## config.mk

```make
export PLATFORM = sky130hd
export DESIGN_NAME = kara_mul33_arb
export DESIGN_NICKNAME = d
export VERILOG_FILES = /design/src/rtl/kara_mul33_arb.sv
export SDC_FILE = /design/constraint.sdc
export NUM_CORES = 1
export LEC_CHECK = 0
export BUFFER_PORTS_ARGS = -buffer_cell sky130_fd_sc_hd__buf_4
export CAP_MARGIN = 25
export CORE_MARGIN = 4
export CORE_UTILIZATION = 60
export CTS_CLUSTER_DIAMETER = 120
export DETAILED_ROUTE_END_ITERATION = 10
export PLACE_DENSITY_LB_ADDON = 0.2
export SLEW_MARGIN = 30
export SYNTH_ARGS = -nofsm -noshare
export SYNTH_HDL_FRONTEND = slang
export SYNTH_SLANG_ARGS = --single-unit
```

## constraint.sdc

```tcl
create_clock -name clk -period 12.71 [get_ports clk]
set_input_delay 1.271 -clock clk [delete_from_list [all_inputs] [get_ports clk]]
set_output_delay 1.271 -clock clk [all_outputs]
set_load 0.02 [all_outputs]
```

## src/rtl/kara_mul33_arb.sv

```systemverilog
// Two-port front end for a shared pipelined 33x33 multiplier: round-robin issue,
// a tag pipeline that follows each product, and a credit-limited FWFT result FIFO per port.
module kara_mul33_arb #(
  parameter int unsigned MUL_LAT   = 4,
  parameter int unsigned RSP_DEPTH = 8
) (
  input  logic        clk,
  input  logic        rst_n,

  input  logic        req0_valid,
  output logic        req0_ready,
  input  logic [32:0] req0_a,
  input  logic [32:0] req0_b,
  input  logic        req1_valid,
  output logic        req1_ready,
  input  logic [32:0] req1_a,
  input  logic [32:0] req1_b,

  output logic        rsp0_valid,
  input  logic        rsp0_ready,
  output logic [65:0] rsp0_p,
  output logic        rsp1_valid,
  input  logic        rsp1_ready,
  output logic [65:0] rsp1_p,

  output logic [32:0] mul_a,
  output logic [32:0] mul_b,
  input  logic [65:0] mul_p,

  output logic        busy
);

  localparam int unsigned AW   = $clog2(RSP_DEPTH);
  localparam int unsigned CW   = $clog2(RSP_DEPTH + 1);
  localparam int unsigned LAST = MUL_LAT - 1;

  localparam logic [CW-1:0] CNT_MAX = CW'(RSP_DEPTH);
  localparam logic [CW-1:0] CNT_ONE = {{(CW-1){1'b0}}, 1'b1};
  localparam logic [AW:0]   PTR_ONE = {{AW{1'b0}}, 1'b1};

  typedef enum logic {
    LAST_P0 = 1'b0,
    LAST_P1 = 1'b1
  } last_e;

  last_e last_q, last_d;

  logic [1:0]         req_valid;
  logic [1:0]         rsp_ready;
  logic [1:0]         elig;
  logic [1:0]         grant;
  logic [1:0]         push;
  logic [1:0]         fifo_ne;
  logic [1:0]         rsp_hs;
  logic               issue;

  logic [CW-1:0]      cnt_q  [2];
  logic [AW:0]        wr_ptr [2];
  logic [AW:0]        rd_ptr [2];
  logic [65:0]        mem    [2][RSP_DEPTH];

  logic [MUL_LAT-1:0] tag_v;
  logic [MUL_LAT-1:0] tag_id;

  assign req_valid = {req1_valid, req0_valid};
  assign rsp_ready = {rsp1_ready, rsp0_ready};

  // Eligibility uses only the registered credit count, so a pop never frees a slot in the same cycle.
  always_comb begin
    elig    = '0;
    fifo_ne = '0;
    for (int unsigned p = 0; p < 2; p++) begin
      elig[p]    = req_valid[p] && (cnt_q[p] < CNT_MAX);
      fifo_ne[p] = (wr_ptr[p] != rd_ptr[p]);
    end
  end

  assign rsp_hs = fifo_ne & rsp_ready;

  always_comb begin
    grant  = '0;
    last_d = last_q;
    if (rst_n) begin
      if (elig == 2'b11) begin
        grant = (last_q == LAST_P1) ? 2'b01 : 2'b10;
      end else begin
        grant = elig;
      end
    end
    if (grant[0]) begin
      last_d = LAST_P0;
    end else if (grant[1]) begin
      last_d = LAST_P1;
    end
  end

  assign issue = |grant;

  always_comb begin
    mul_a = '0;
    mul_b = '0;
    if (grant[0]) begin
      mul_a = req0_a;
      mul_b = req0_b;
    end else if (grant[1]) begin
      mul_a = req1_a;
      mul_b = req1_b;
    end
  end

  always_ff @(posedge clk or negedge rst_n) begin
    if (!rst_n) begin
      last_q <= LAST_P1;
    end else begin
      last_q <= last_d;
    end
  end

  // Tag stage k holds the owner of the product that mul_p presents one edge after stage LAST.
  always_ff @(posedge clk or negedge rst_n) begin
    if (!rst_n) begin
      tag_v  <= '0;
      tag_id <= '0;
    end else begin
      tag_v[0]  <= issue;
      tag_id[0] <= grant[1];
      for (int unsigned i = 1; i < MUL_LAT; i++) begin
        tag_v[i]  <= tag_v[i-1];
        tag_id[i] <= tag_id[i-1];
      end
    end
  end

  assign push[0] = tag_v[LAST] && !tag_id[LAST];
  assign push[1] = tag_v[LAST] &&  tag_id[LAST];

  always_ff @(posedge clk or negedge rst_n) begin
    if (!rst_n) begin
      for (int unsigned p = 0; p < 2; p++) begin
        cnt_q[p]  <= '0;
        wr_ptr[p] <= '0;
        rd_ptr[p] <= '0;
      end
    end else begin
      for (int unsigned p = 0; p < 2; p++) begin
        if (push[p]) begin
          wr_ptr[p] <= wr_ptr[p] + PTR_ONE;
        end
        if (rsp_hs[p]) begin
          rd_ptr[p] <= rd_ptr[p] + PTR_ONE;
        end
        case ({grant[p], rsp_hs[p]})
          2'b10:   cnt_q[p] <= cnt_q[p] + CNT_ONE;
          2'b01:   cnt_q[p] <= cnt_q[p] - CNT_ONE;
          default: cnt_q[p] <= cnt_q[p];
        endcase
      end
    end
  end

  // Storage is not reset; the pointers alone decide what is valid.
  always_ff @(posedge clk) begin
    for (int unsigned p = 0; p < 2; p++) begin
      if (push[p]) begin
        mem[p][wr_ptr[p][AW-1:0]] <= mul_p;
      end
    end
  end

  assign req0_ready = grant[0];
  assign req1_ready = grant[1];

  assign rsp0_valid = fifo_ne[0];
  assign rsp1_valid = fifo_ne[1];
  assign rsp0_p     = mem[0][rd_ptr[0][AW-1:0]];
  assign rsp1_p     = mem[1][rd_ptr[1][AW-1:0]];

  assign busy = (|tag_v) | (|fifo_ne);

endmodule

```

# ---- Word level (Yosys, flattened, before mapping)
# Memories as Yosys holds them, arrays and structs flattened.
# Cells that the tools add are included.
dict set report word_totals {
  n_memories 1
  output_inout_bits 203
  ff_bits 33
  ramBits 1056
  inputBits 204
  elab_cells 81
}
dict set report classes {
  n_lt_le_gt_ge 8
  n_eq_ne 7
  add_sub_neg 8
  mux 28
  bitwise 6
  n_reduce_logical 14
}
# name words width rd rd_ports_with_merged_regs write_ports line_no
set memory_table {}
lappend memory_table {mem 2 528 2 0 1 60} ;# logic [65:0] mem [2][RSP_DEPTH];
# cell count
set op_table {}
lappend op_table {{528-bit 2-to-1 mux} 4}
lappend op_table {{528-bit OR reduction} 1}
lappend op_table {{66-bit binary-select mux with 3-bit select} 2}
lappend op_table {{66-bit demux with 3-bit select} 2}
lappend op_table {{66-bit 2-to-1 mux} 6}
lappend op_table {{33-bit 2-to-1 mux} 4}
lappend op_table {{4-bit by 1-bit adder with 4-bit output, second input constant} 6}
lappend op_table {{4-bit >= comparator, second input constant} 4}
lappend op_table {{3-bit inverter with 4-bit output} 4}
lappend op_table {{4-bit one-hot mux with 2 select lines} 2}
lappend op_table {{4-bit by 1-bit less-than comparator with 1-bit output, second input constant} 2}
lappend op_table {{4-bit less-than comparator, second input constant} 2}
lappend op_table {{4-bit inequality test} 2}
lappend op_table {{4-bit by 1-bit subtractor with 4-bit output, second input constant} 2}
lappend op_table {{2-bit equality test, second input constant} 3}
lappend op_table {{1-bit logical AND} 6}
lappend op_table {{2-bit 2-to-1 mux} 3}
lappend op_table {{2-bit nonzero test} 3}
lappend op_table {{1-bit 2-to-1 mux} 5}
lappend op_table {{2-bit by 1-bit equality test with 1-bit output, second input constant} 2}
lappend op_table {{2-bit OR reduction} 2}
lappend op_table {{4-bit OR reduction} 1}
lappend op_table {{2-bit AND} 1}
lappend op_table {{1-bit logical NOT} 1}
lappend op_table {{1-bit bitwise OR} 1}

# ---- Logic depth before layout (Yosys ltp)
# Gate-level depths: netlist (run 1).
dict set report depth {
  word_depth 8
  mapped_depth 13
  mapped_depth_nobuf 11
}

# ---- Worst setup path before layout (run 1)
# No wires, ideal clock.
dict set report synth_timing {
  path_type {register to register}
  startpoint {reg tag_v[3]}
  endpoint {mem mem[0][462] (netlist name), enable pin}
  required_ps 12139
  setup_slack_ps 6815
  period_less_slack_ps 5895
  path_buffers 0
  arrival_time_ps 5324
  setup_time_ps 571
  path_stages_with_launch 4
  cell_sequence {dfrtp_1 > nor2b_1 > nand2b_1 > nor3_1}
}
dict set report synth_via {
  elab_chain_cells 5
  word_cells_on_any_way 9
  classes_between {6 x mux; 3 x reduce/logical}
}
# element line_no
set synth_lines {}
lappend synth_lines {{from (decl)} 62} ;# logic [MUL_LAT-1:0] tag_v;
lappend synth_lines {{from (signal, indexed assignment)} 128} ;# tag_v[i] <= tag_v[i-1];
lappend synth_lines {{1-bit logical AND} 135} ;# assign push[1] = tag_v[LAST] && tag_id[LAST];
lappend synth_lines {{1-bit 2-to-1 mux} 164} ;# if (push[p]) begin
lappend synth_lines {{528-bit 2-to-1 mux (implied by the code)} 165} ;# mem[p][wr_ptr[p][AW-1:0]] <= mul_p;
lappend synth_lines {{528-bit OR reduction (no source line)} --}
lappend synth_lines {{1-bit 2-to-1 mux (no source line) or 528-bit 2-to-1 mux (tied branches)} --}
lappend synth_lines {{to (decl)} 60}
# Parallel ways exist; a longest one is shown, timed or not.

# ---- Worst setup path in the final report (run 1)
dict set report layout_timing {
  startpoint {reg rd_ptr[0] (netlist name)}
  endpoint {out busy}
}
dict set report layout_via {
  elab_chain_cells 3
}
# element line_no
set layout_lines {}
lappend layout_lines {{from (decl)} 59} ;# logic [AW:0] rd_ptr [2];
lappend layout_lines {{from (signal, indexed assignment)} 150} ;# rd_ptr[p] <= rd_ptr[p] + PTR_ONE;
lappend layout_lines {{4-bit inequality test} 74} ;# fifo_ne[p] = (wr_ptr[p] != rd_ptr[p]);
lappend layout_lines {{2-bit OR reduction} 178} ;# assign busy = (|tag_v) | (|fifo_ne);
lappend layout_lines {{1-bit bitwise OR} 178}
lappend layout_lines {{to (decl)} 30} ;# output logic busy
# No other way between the ends.

==> reports/results.tsv, run 1 <==
metric	value	unit
post-DP HPWL	55.7	mm
Pre-Repair DR Iteration Count	5	
vias per inst	6.27	
Critical Path AT	3.70	ns
Synth area leaders	edfxtp_1, mux4_2, mux2_2	
routability congestion estimate from global placement	0.987	
FF+latch count, synth	1089	
clock sinks	1089	
simple-gate share of the synthesized area	0.750	%
Crit path depth	8	
Post-CTS Setup Inserts	0	
initial antenna violation count	16	
Slew @ Worst Pin	0.990	ns
largest family of logic cells by synthesized area	multiplexers	
final WL	97.9	mm
status	finished, final reports clean	
CTS Root Cell	clkbuf_16	
clk slew on worst S/H paths	0.07	ns
Synth Flop Type	edfxtp_1	
Final Instance Count excl. Fillers	3254	
peak supply drop	0.159	mV
DRT iter0 DRCs	2027	
fin. max-slew vios	0	
busiest grt layer	met2	
Worst path slowest cell	dfrtp_4	
Final min period	4.97	ns
synth unique cells	38	
setup TNS	0	ns
Final nets	2445	
Total GRT Usage	26.9	%
vias in the first global route	21364	
first-pass GRT wire length	144	mm
met1 Usage GRT	34.7	%
CTS Hold Buffers Added	0	
commonest non-fill, non-tap cell in the layout	edfxtp_1	
top cell family by delay on the critical path	buffers and inverters	
Max-Cap Viols	0	
Crit path buffers/inverters	4	
async set-reset flop share out of synthesis	3.03	%
TritonCTS clock tree	done	
crit-path most repeated cell	buf_16	
register area share after synthesis	77.7	%
skew final	0.0310	ns
CTS HTree Levels	3	
mapped cell area	0.0419	mm^2
global routing usage on met3	5.39	%
Ports	407	
Post-CTS Resized	0	
most frequent cells in the layout	edfxtp_1, buf_4, mux4_2	
DRC viols	0	
Initial Util	60.7	%
Synth Area in XOR/XNOR	0.624	%
Hold Path Class	reg -> reg	
die area	0.0741	mm^2
Crit Path Max Fanout	69	
critical path launch point type	flip-flop	
worst-skew pair later-pin latency	0.66	ns
IO Port Bufs	406	
TritonCTS buffer count	101	
final worst path period share	39.1	%
Final setup viols	0	
Die Y	272	um
met2 usage	46.4	%
worst r2r path cells	14	
Synth Area in Adders	0.269	%
Worst EP required	11.44	ns
Slowest Stage Delay on Critical Path	0.64	ns
FP Rows	96	
RSZ-0062 raised after global routing	false	
largest net degree at the start of global routing	99	
Synth Area in Compound Gates	1.69	%
filler cell count in the final layout	4036	
Final Hold Fails	0	
CP Class	reg -> out	
dpl cells	3057	
Die Wd	272	um
Yosys top cell area share	75.7	%
crit-path cells	buf_16 -> buf_12 -> buf_16 -> xor2_1 -> or4_1 -> nor2_1 -> nand2_1 -> buf_4	
PwrDens	218	mW/mm^2
drt wl/cell	30.1	um
worst hold stages	0	
GR Overflow Total	0	
cell count after synthesis	1774	
core area	0.0689	mm^2
synth-to-layout area growth	18.2	%
Post-Syn Area per Cell	23.6	um^2
footprint of the multi-input gates	0.00902	mm^2
Via Count	20416	
clock buffer depth	3	
register area	0.0326	mm^2
mux cell area share after synthesis	17.9	%
cell accounting for the most synthesized area	edfxtp_1	
slew margin rel.	34.0	%
Lkg Pwr	16.5	nW
number of flops mapped to enable cells by yosys	1056	
Final ANT Viol Nets	0	
critical path endpoint category	output pin	
Yosys warning count	0	
share of layout cells above drive strength 1	44.1	%
Mapped Nets	1987	
Fmax	201	MHz
area by class of cell:
cell class	instances	share of cell area (%)
clock buffers	131	5.50
multi-input cells	584	18.2
flip-flops and latches	1089	65.8
well taps	931	2.35
clock inverters	56	0.882
inverters	5	0.0379
repair buffers	451	7.18
diodes	7	0.0354
per-layer routing:
| metal | vias to the layer above | routed length (um) |
|---|---|---|
| li1 | 8457 | - |
| met3 | 160 | 7260 |
| met5 | - | 81 |
| met4 | 12 | 3060 |
| met1 | 10793 | 35000 |
| met2 | 994 | 52500 |
flip-flops by register name (all words and copies together), names as in the netlist:
signal  cells
cnt_q       8
last_q      1
mem      1056
rd_ptr      8
tag_id      4
tag_v       4
wr_ptr      8
Yosys cell counts, types with 2 or more instances:
cell type,n
buf_2,42
o21ai_0,5
nand3b_1,6
buf_1,5
nor3_1,4
nand2_1,13
nor2b_1,3
xnor2_1,15
nand2b_1,8
ha_1,9
nand3_1,3
mux4_2,264
a22o_1,66
dfrtp_1,32
clkbuf_1,46
nand4_1,3
buf_4,2
xor2_1,13
edfxtp_1,1056
a21oi_1,6
nor2_1,17
inv_1,4
mux2_2,137
final timing paths:
| kind | end | startpoint | slack [ns] |
|---|---|---|---|
| max | busy | rd_ptr[0] | 7.74 |
| min | tag_id[2] | tag_id[1] | 0.35 |
| max reg2reg | cnt_q[2] | rd_ptr[0] | 8.35 |
| min reg2reg | tag_id[2] | tag_id[1] | 0.35 |
| max in group asynchronous | rd_ptr[0] | rst_n | 11.76 |
| min in group asynchronous | cnt_q[7] | rst_n | 0.57 |
power breakdown:
| group | internal, mW | total (mW) | switching [mW] | leakage [nW] |
|---|---|---|---|---|
| clock | 1.63 | 2.88 | 1.25 | 1.54 |
| sequential | 4.15 | 4.35 | 0.195 | 9.91 |
| combinational | 1.72 | 3.59 | 1.86 | 5.04 |
| total | 7.51 | 10.8 | 3.30 | 16.5 |
cells by family (layout without fill, tap and decap cells):
kind of cell,count (synthesis),after routing
DFF,1089,1089
muxes,402,402
buffers and inverters,101,643
AOI/OAI and AO/OA,82,82
and+or+nand+nor,62,62
xor gates and xnor gates,29,29
adders and majority gates,9,9
other,0,7
worst reg2reg max path: cells and delay by family, from the launching register on:
kind	cells	cell delay, ns
AO/OA/AOI/OAI	4	0.94
XOR/XNOR	2	0.56
adder cells (fa/ha/maj)	2	0.58
buffers and inverters	4	1.25
flip-flops	1	0.64
AND/OR/NAND/NOR	2	0.29
per-stage QoR:
step	setup WS (ns)	cell area, um^2	total power, mW	util (%)	hold slack, ns
after global routing	7.42	49500	11.3	71.8	0.354
after floorplan	6.81	41900	6.71	-	0.331
after detailed placement	8.15	46200	8.01	67.1	0.341
after CTS	7.57	49400	10.9	71.6	0.353
final	7.74	49500	10.8	71.8	0.350
after global placement	8.23	46100	7.95	66.9	0.335
Power figures use the tool's default switching activity.
==> inputs of run 2 (changes only) <==
- CORE_UTILIZATION: 60 -> 53
- clock period: 12.71 -> 4.01 ns (I/O delays scaled with it)
==> run 2 against run 1 <==
Setup slack worse by 7.2 ns. Power grew to 3.2 times the previous value. First-iteration DRC count is 24% lower. Register-to-register slack worse by 7.4 ns. Clock skew is 0.00079 ns higher. Critical path type unchanged. Critical endpoint is now rsp0_p[46].
==> reports/results.tsv, run 2 (synthesized netlist as in run 1, its figures left out) <==
metric	value	unit	change
PwrDens	691	mW/mm^2	+220%
Crit Path Max Fanout	36		-48%
core area	0.0778	mm^2	+13%
vias per inst	5.90		-5.9%
Final nets	2470		+1.0%
die area	0.0836	mm^2	+13%
overall power	34.6	mW	+220%
Final setup viols	0		unchanged
Final min period	3.47	ns	
clock buffer depth	3		unchanged
DRT iter0 DRCs	1548		-24%
Final Instance Count excl. Fillers	3392		+4.2%
fin. max-slew vios	0		unchanged
skew final	0.0318	ns	+0.000786 ns
Final ANT Viol Nets	0		unchanged
clk slew on worst S/H paths	0.06	ns	about the same
FP Rows	102		+6.3%
drt wl/cell	28.4	um	-5.7%
Slowest Stage Delay on Critical Path	0.67	ns	+0.03 ns
final worst path period share	86.5	%	
met1 Usage GRT	30.7	%	-4.0 points
largest net degree at the start of global routing	136		+37%
Via Count	20027		-1.9%
first-pass GRT wire length	142	mm	-1.9%
Initial Util	53.8	%	-6.9 points
Pre-Repair DR Iteration Count	4		-1
Total GRT Usage	23.5	%	-3.5 points
CTS Root Cell	clkbuf_16		
Slew @ Worst Pin	1.05	ns	+0.0592 ns
vias in the first global route	21320		-0.21%
Fmax	288	MHz	
worst r2r path cells	11		-3
status	finished, final reports clean		
peak supply drop	0.608	mV	+280%
synth-to-layout area growth	19.5	%	
busiest grt layer	met2		
worst-skew pair later-pin latency	0.67	ns	about the same
Worst EP required	3.61	ns	-7.83 ns
Critical Path AT	3.07	ns	-0.63 ns
Die Y	289	um	+6.2%
FF-to-FF setup slack	0.93	ns	-7.42 ns
Max-Cap Viols	0		unchanged
Die Wd	289	um	+6.2%
CTS HTree Levels	3		unchanged
worst hold stages	1		+1
post-DP HPWL	54.9	mm	-1.4%
IO Port Bufs	406		unchanged
routability congestion estimate from global placement	0.964		-2.4%
most frequent cells in the layout	edfxtp_1, buf_4, mux4_2		
commonest non-fill, non-tap cell in the layout	edfxtp_1		
final WL	96.3	mm	-1.7%
DRC viols	0		unchanged
Hold Path Class	in -> reg		
CP Class	reg -> out		
dpl cells	3169		+3.7%
GR Overflow Total	0		unchanged
Lkg Pwr	16.7	nW	+0.99%
critical path endpoint category	output pin		
max reg flops	1056		unchanged
Ports	407		unchanged
Final Hold Fails	0		unchanged
initial antenna violation count	6		-10
share of layout cells above drive strength 1	43.9	%	-0.20 points
crit-path most repeated cell	buf_4		
global routing usage on met3	3.90	%	-1.5 points
TritonCTS clock tree	done		
critical path launch point type	flip-flop		
slew margin rel.	30.0	%	-3.9 points
clock sinks	1089		unchanged
crit-path cells	buf_4 -> mux4_2 -> mux2_2 -> buf_4		
Worst path slowest cell	buf_4		
RSZ-0062 raised after global routing	false		
Min Hold Slack	0.0370	ns	-0.313 ns
TritonCTS buffer count	107		+5.9%
met2 usage	41.4	%	-5.0 points
[run 2: report_power, final]
group	switching (mW)	leakage, nW	internal [mW]
clock	4.08	1.64	5.45
sequential	0.436	9.91	13.2
combinational	6.00	5.11	5.44
total	10.5	16.7	24.1
[run 2: path summary, 6_finish.rpt]
path                            from          end
min in group asynchronous      rst_n     cnt_q[2]
hold reg to reg            tag_id[0]    tag_id[1]
setup reg to reg           rd_ptr[0]     cnt_q[2]
hold / removal             mul_p[54]  mem[0][384]
max in group asynchronous      rst_n    rd_ptr[0]
setup / recovery           rd_ptr[4]   rsp0_p[46]
[run 2: stage by stage]
stage | util [%] | area, um^2 | setup TNS, ns | worst slack [ns]
floorplan | - | 41900 | -37.69 | -0.116
global placement | 59.6 | 46400 | 0 | 1.02
detailed placement | 59.7 | 46400 | 0 | 0.932
CTS | 64.2 | 50000 | 0 | 0.418
global route | 64.3 | 50000 | 0 | 0.338
finish | 64.3 | 50000 | 0 | 0.539
[run 2: cell type report]
type                            instances  area [um^2]
Clock buffer                          137         2830
Tap cell                             1040         1300
Clock inverter                         62          553
Multi-Input combinational cell        584         9050
Fill cell                            5204        27800
Inverter                                5         18.8
Antenna cell                            5         12.5
Timing Repair Buffer                  470         3700
Sequential cell                      1089        32600
[run 2: timing repair]
action	4_1_cts	5_1_grt
buffers inserted	0	0
hold endpoints to repair	234	0
setup endpoints to repair	0	0
hold buffers	19	0
gates resized for setup	0	0
[run 2: critical path, delay by kind of cell, from the launching register on]
| kind | cells | cell delay, ns |
|---|---|---|
| multiplexers | 2 | 0.90 |
| flip-flops | 1 | 0.64 |
| buffers and inverters | 2 | 0.84 |
[run 2: per-layer routing]
metal / vias to the layer above / share of wire (%)
met3: 117 / 5.6
met4: 2 / 2.2
met2: 694 / 54
li1: 8521 / -
met5: - / 0.014
met1: 10693 / 38
==> inputs of run 3 (changes only) <==
- BUFFER_PORTS_ARGS: -buffer_cell sky130_fd_sc_hd__buf_4 -> not set
- CORE_UTILIZATION: 53 -> 57
- DONT_BUFFER_PORTS: not set -> 1
==> run 3 against run 2 <==
Combinational power shrank 15%. Global-route usage grew 0.86 points. First-iteration DRC count grew 5.3%. Sequential share of layout area grew 3.3 points. Highest routed layer unchanged.
==> reports/results.tsv, run 3 (synthesized netlist as in run 1, its figures left out) <==
metric	value	unit	change
RSZ-0062 raised after global routing	false		
RR Startpoint	rd_ptr[2]		
Post-CTS Setup Inserts	0		unchanged
Crit Path Max Fanout	28		-22%
final worst path period share	85.3	%	-1.2 points
Die Y	279	um	-3.5%
vias in the first global route	19976		-6.3%
worst hold stages	2		+1
Final ANT Viol Nets	0		unchanged
worst setup margin	0.589	ns	+0.0499 ns
crit-path cells	buf_4 -> buf_4 -> mux4_2 -> mux2_2		
Lkg Pwr	15.0	nW	-10%
Slew @ Worst Pin	0.945	ns	-0.105 ns
Max-Cap Viols	0		unchanged
CTS Hold Buffers Added	70		+51
Final nets	2112		-14%
routability congestion estimate from global placement	0.917		-4.9%
largest net degree at the start of global routing	136		unchanged
Pre-Repair DR Iteration Count	5		+1
clk slew on worst S/H paths	0.06	ns	about the same
status	finished, final reports clean		
Post-CTS Resized	0		unchanged
die area	0.0779	mm^2	-6.8%
worst-skew pair later-pin latency	0.65	ns	-0.02 ns
R2R Path End	cnt_q[2]		
Initial Util	57.5	%	+3.7 points
crit-path most repeated cell	buf_4		
hold-critical path endpoint	tag_v[0]		
Worst EP required	3.61	ns	about the same
Ports	407		unchanged
TritonCTS buffer count	108		+0.93%
GR Overflow Total	0		unchanged
Total GRT Usage	24.3	%	+0.86 points
DRC viols	0		unchanged
critical path endpoint category	output pin		
dpl cell area	0.0433	mm^2	-6.7%
final WL	93.2	mm	-3.2%
vias per inst	6.37		+7.9%
synth-to-layout area growth	13.7	%	
worst r2r path cells	11		unchanged
initial antenna violation count	18		+12
Fmax	292	MHz	+1.5%
dpl ws	1.11	ns	+0.174 ns
commonest non-fill, non-tap cell in the layout	edfxtp_1		
Die Wd	279	um	-3.5%
fin. max-slew vios	0		unchanged
min-delay src	req1_valid		
Hold Path Class	in -> reg		
first-pass GRT wire length	137	mm	-3.0%
Via Count	18838		-5.9%
Critical Path AT	3.02	ns	-0.05 ns
Final Hold Fails	0		unchanged
clock sinks	1089		unchanged
Slowest Stage Delay on Critical Path	0.59	ns	-0.08 ns
finished layout cell area	0.0476	mm^2	-4.8%
TritonCTS clock tree	done		
Final min period	3.42	ns	-0.0499 ns
core area	0.0728	mm^2	-6.4%
critical path launch point type	flip-flop		
CTS Root Cell	clkbuf_16		
DRT iter0 DRCs	1630		+5.3%
slew margin rel.	37.0	%	+7.0 points
filler cell count in the final layout	4630		-11%
CP Class	reg -> out		
FF-to-FF setup slack	1.09	ns	+0.16 ns
CTS HTree Levels	3		unchanged
Worst path slowest cell	mux4_2		
Final setup viols	0		unchanged
post-DP HPWL	51.9	mm	-5.4%
drt wl/cell	31.5	um	+11%
max reg flops	1056		unchanged
skew final	0.0112	ns	-0.0206 ns
clock buffer depth	3		unchanged
PwrDens	701	mW/mm^2	+1.4%
peak supply drop	0.694	mV	+14%
FP Rows	99		-2.9%
share of layout cells above drive strength 1	31.5	%	-12 points
IO Port Bufs	0		-100%
most frequent cells in the layout	edfxtp_1, mux4_2, mux2_2		
## run 3: cell types whose count changed in the layout (fill, tap and decap cells not counted), sizes merged
cell | before | now
clkinvlp | 4 | 3
bufinv | 7 | 15
buf | 451 | 42
inv | 7 | 8
diode | 5 | 10
clkbuf | 137 | 130
dlygate4sd3 | 19 | 69
clkinv | 49 | 48
## run 3: worst max path at each step
stage,slack (ns),startpoint,cells past startpoint,to
3_3_place_gp,1.15,rd_ptr[2],11,cnt_q[2]
4_1_cts,0.51,rd_ptr[0],4,rsp1_p[17]
3_5_place_dp,1.11,rd_ptr[2],11,cnt_q[2]
5_1_grt,0.36,rd_ptr[0],4,rsp1_p[13]
2_1_floorplan,-0.12,tag_v[3],3,mem[0][264]
6_report,0.59,rd_ptr[0],4,rsp1_p[13]
## run 3: layout make-up
class                   count  area, um^2  share of cell area [%]
diodes                     10        25.0                  0.0525
clock buffers             130        2830                    5.94
clock inverters            69         742                    1.56
inverters                   5        18.8                  0.0394
multi-input cells         584        9050                    19.0
flip-flops and latches   1089       32600                    68.4
well taps                 959        1200                    2.52
repair buffers            111        1200                    2.52
## run 3: layer usage
layer	vias up	track usage, %	wire length (um)
li1	7823	-	-
met1	10104	32.1	35400
met2	766	42.3	49700
met3	143	4.20	5750
met4	2	7.02	2430
met5	-	0	13
## run 3: stage by stage
step	hold WS, ns	utilization, %	power, mW	TNS [ns]	instances
after floorplan	0.105	-	21.3	-37.69	1774
after global placement	0.112	59.4	23.4	0	2677
after detailed placement	0.113	59.5	23.5	0	2678
after CTS	0.0844	65.4	33.8	0	2947
after global routing	0.100	65.4	34.7	0	2954
final	0.129	65.4	33.4	0	2957
## run 3: report_power, final
| group | internal [mW] | total (mW) | switching, mW |
|---|---|---|---|
| Sequential | 13.2 | 13.6 | 0.411 |
| Clock | 5.98 | 10.1 | 4.11 |
| Combinational | 4.00 | 9.71 | 5.71 |
## run 3: worst max-delay path, delay by kind of cell, from the launching register on
| kind | cells | cell delay, ns |
|---|---|---|
| flip-flops | 1 | 0.44 |
| multiplexers | 2 | 0.94 |
| buffers and inverters | 2 | 0.94 |
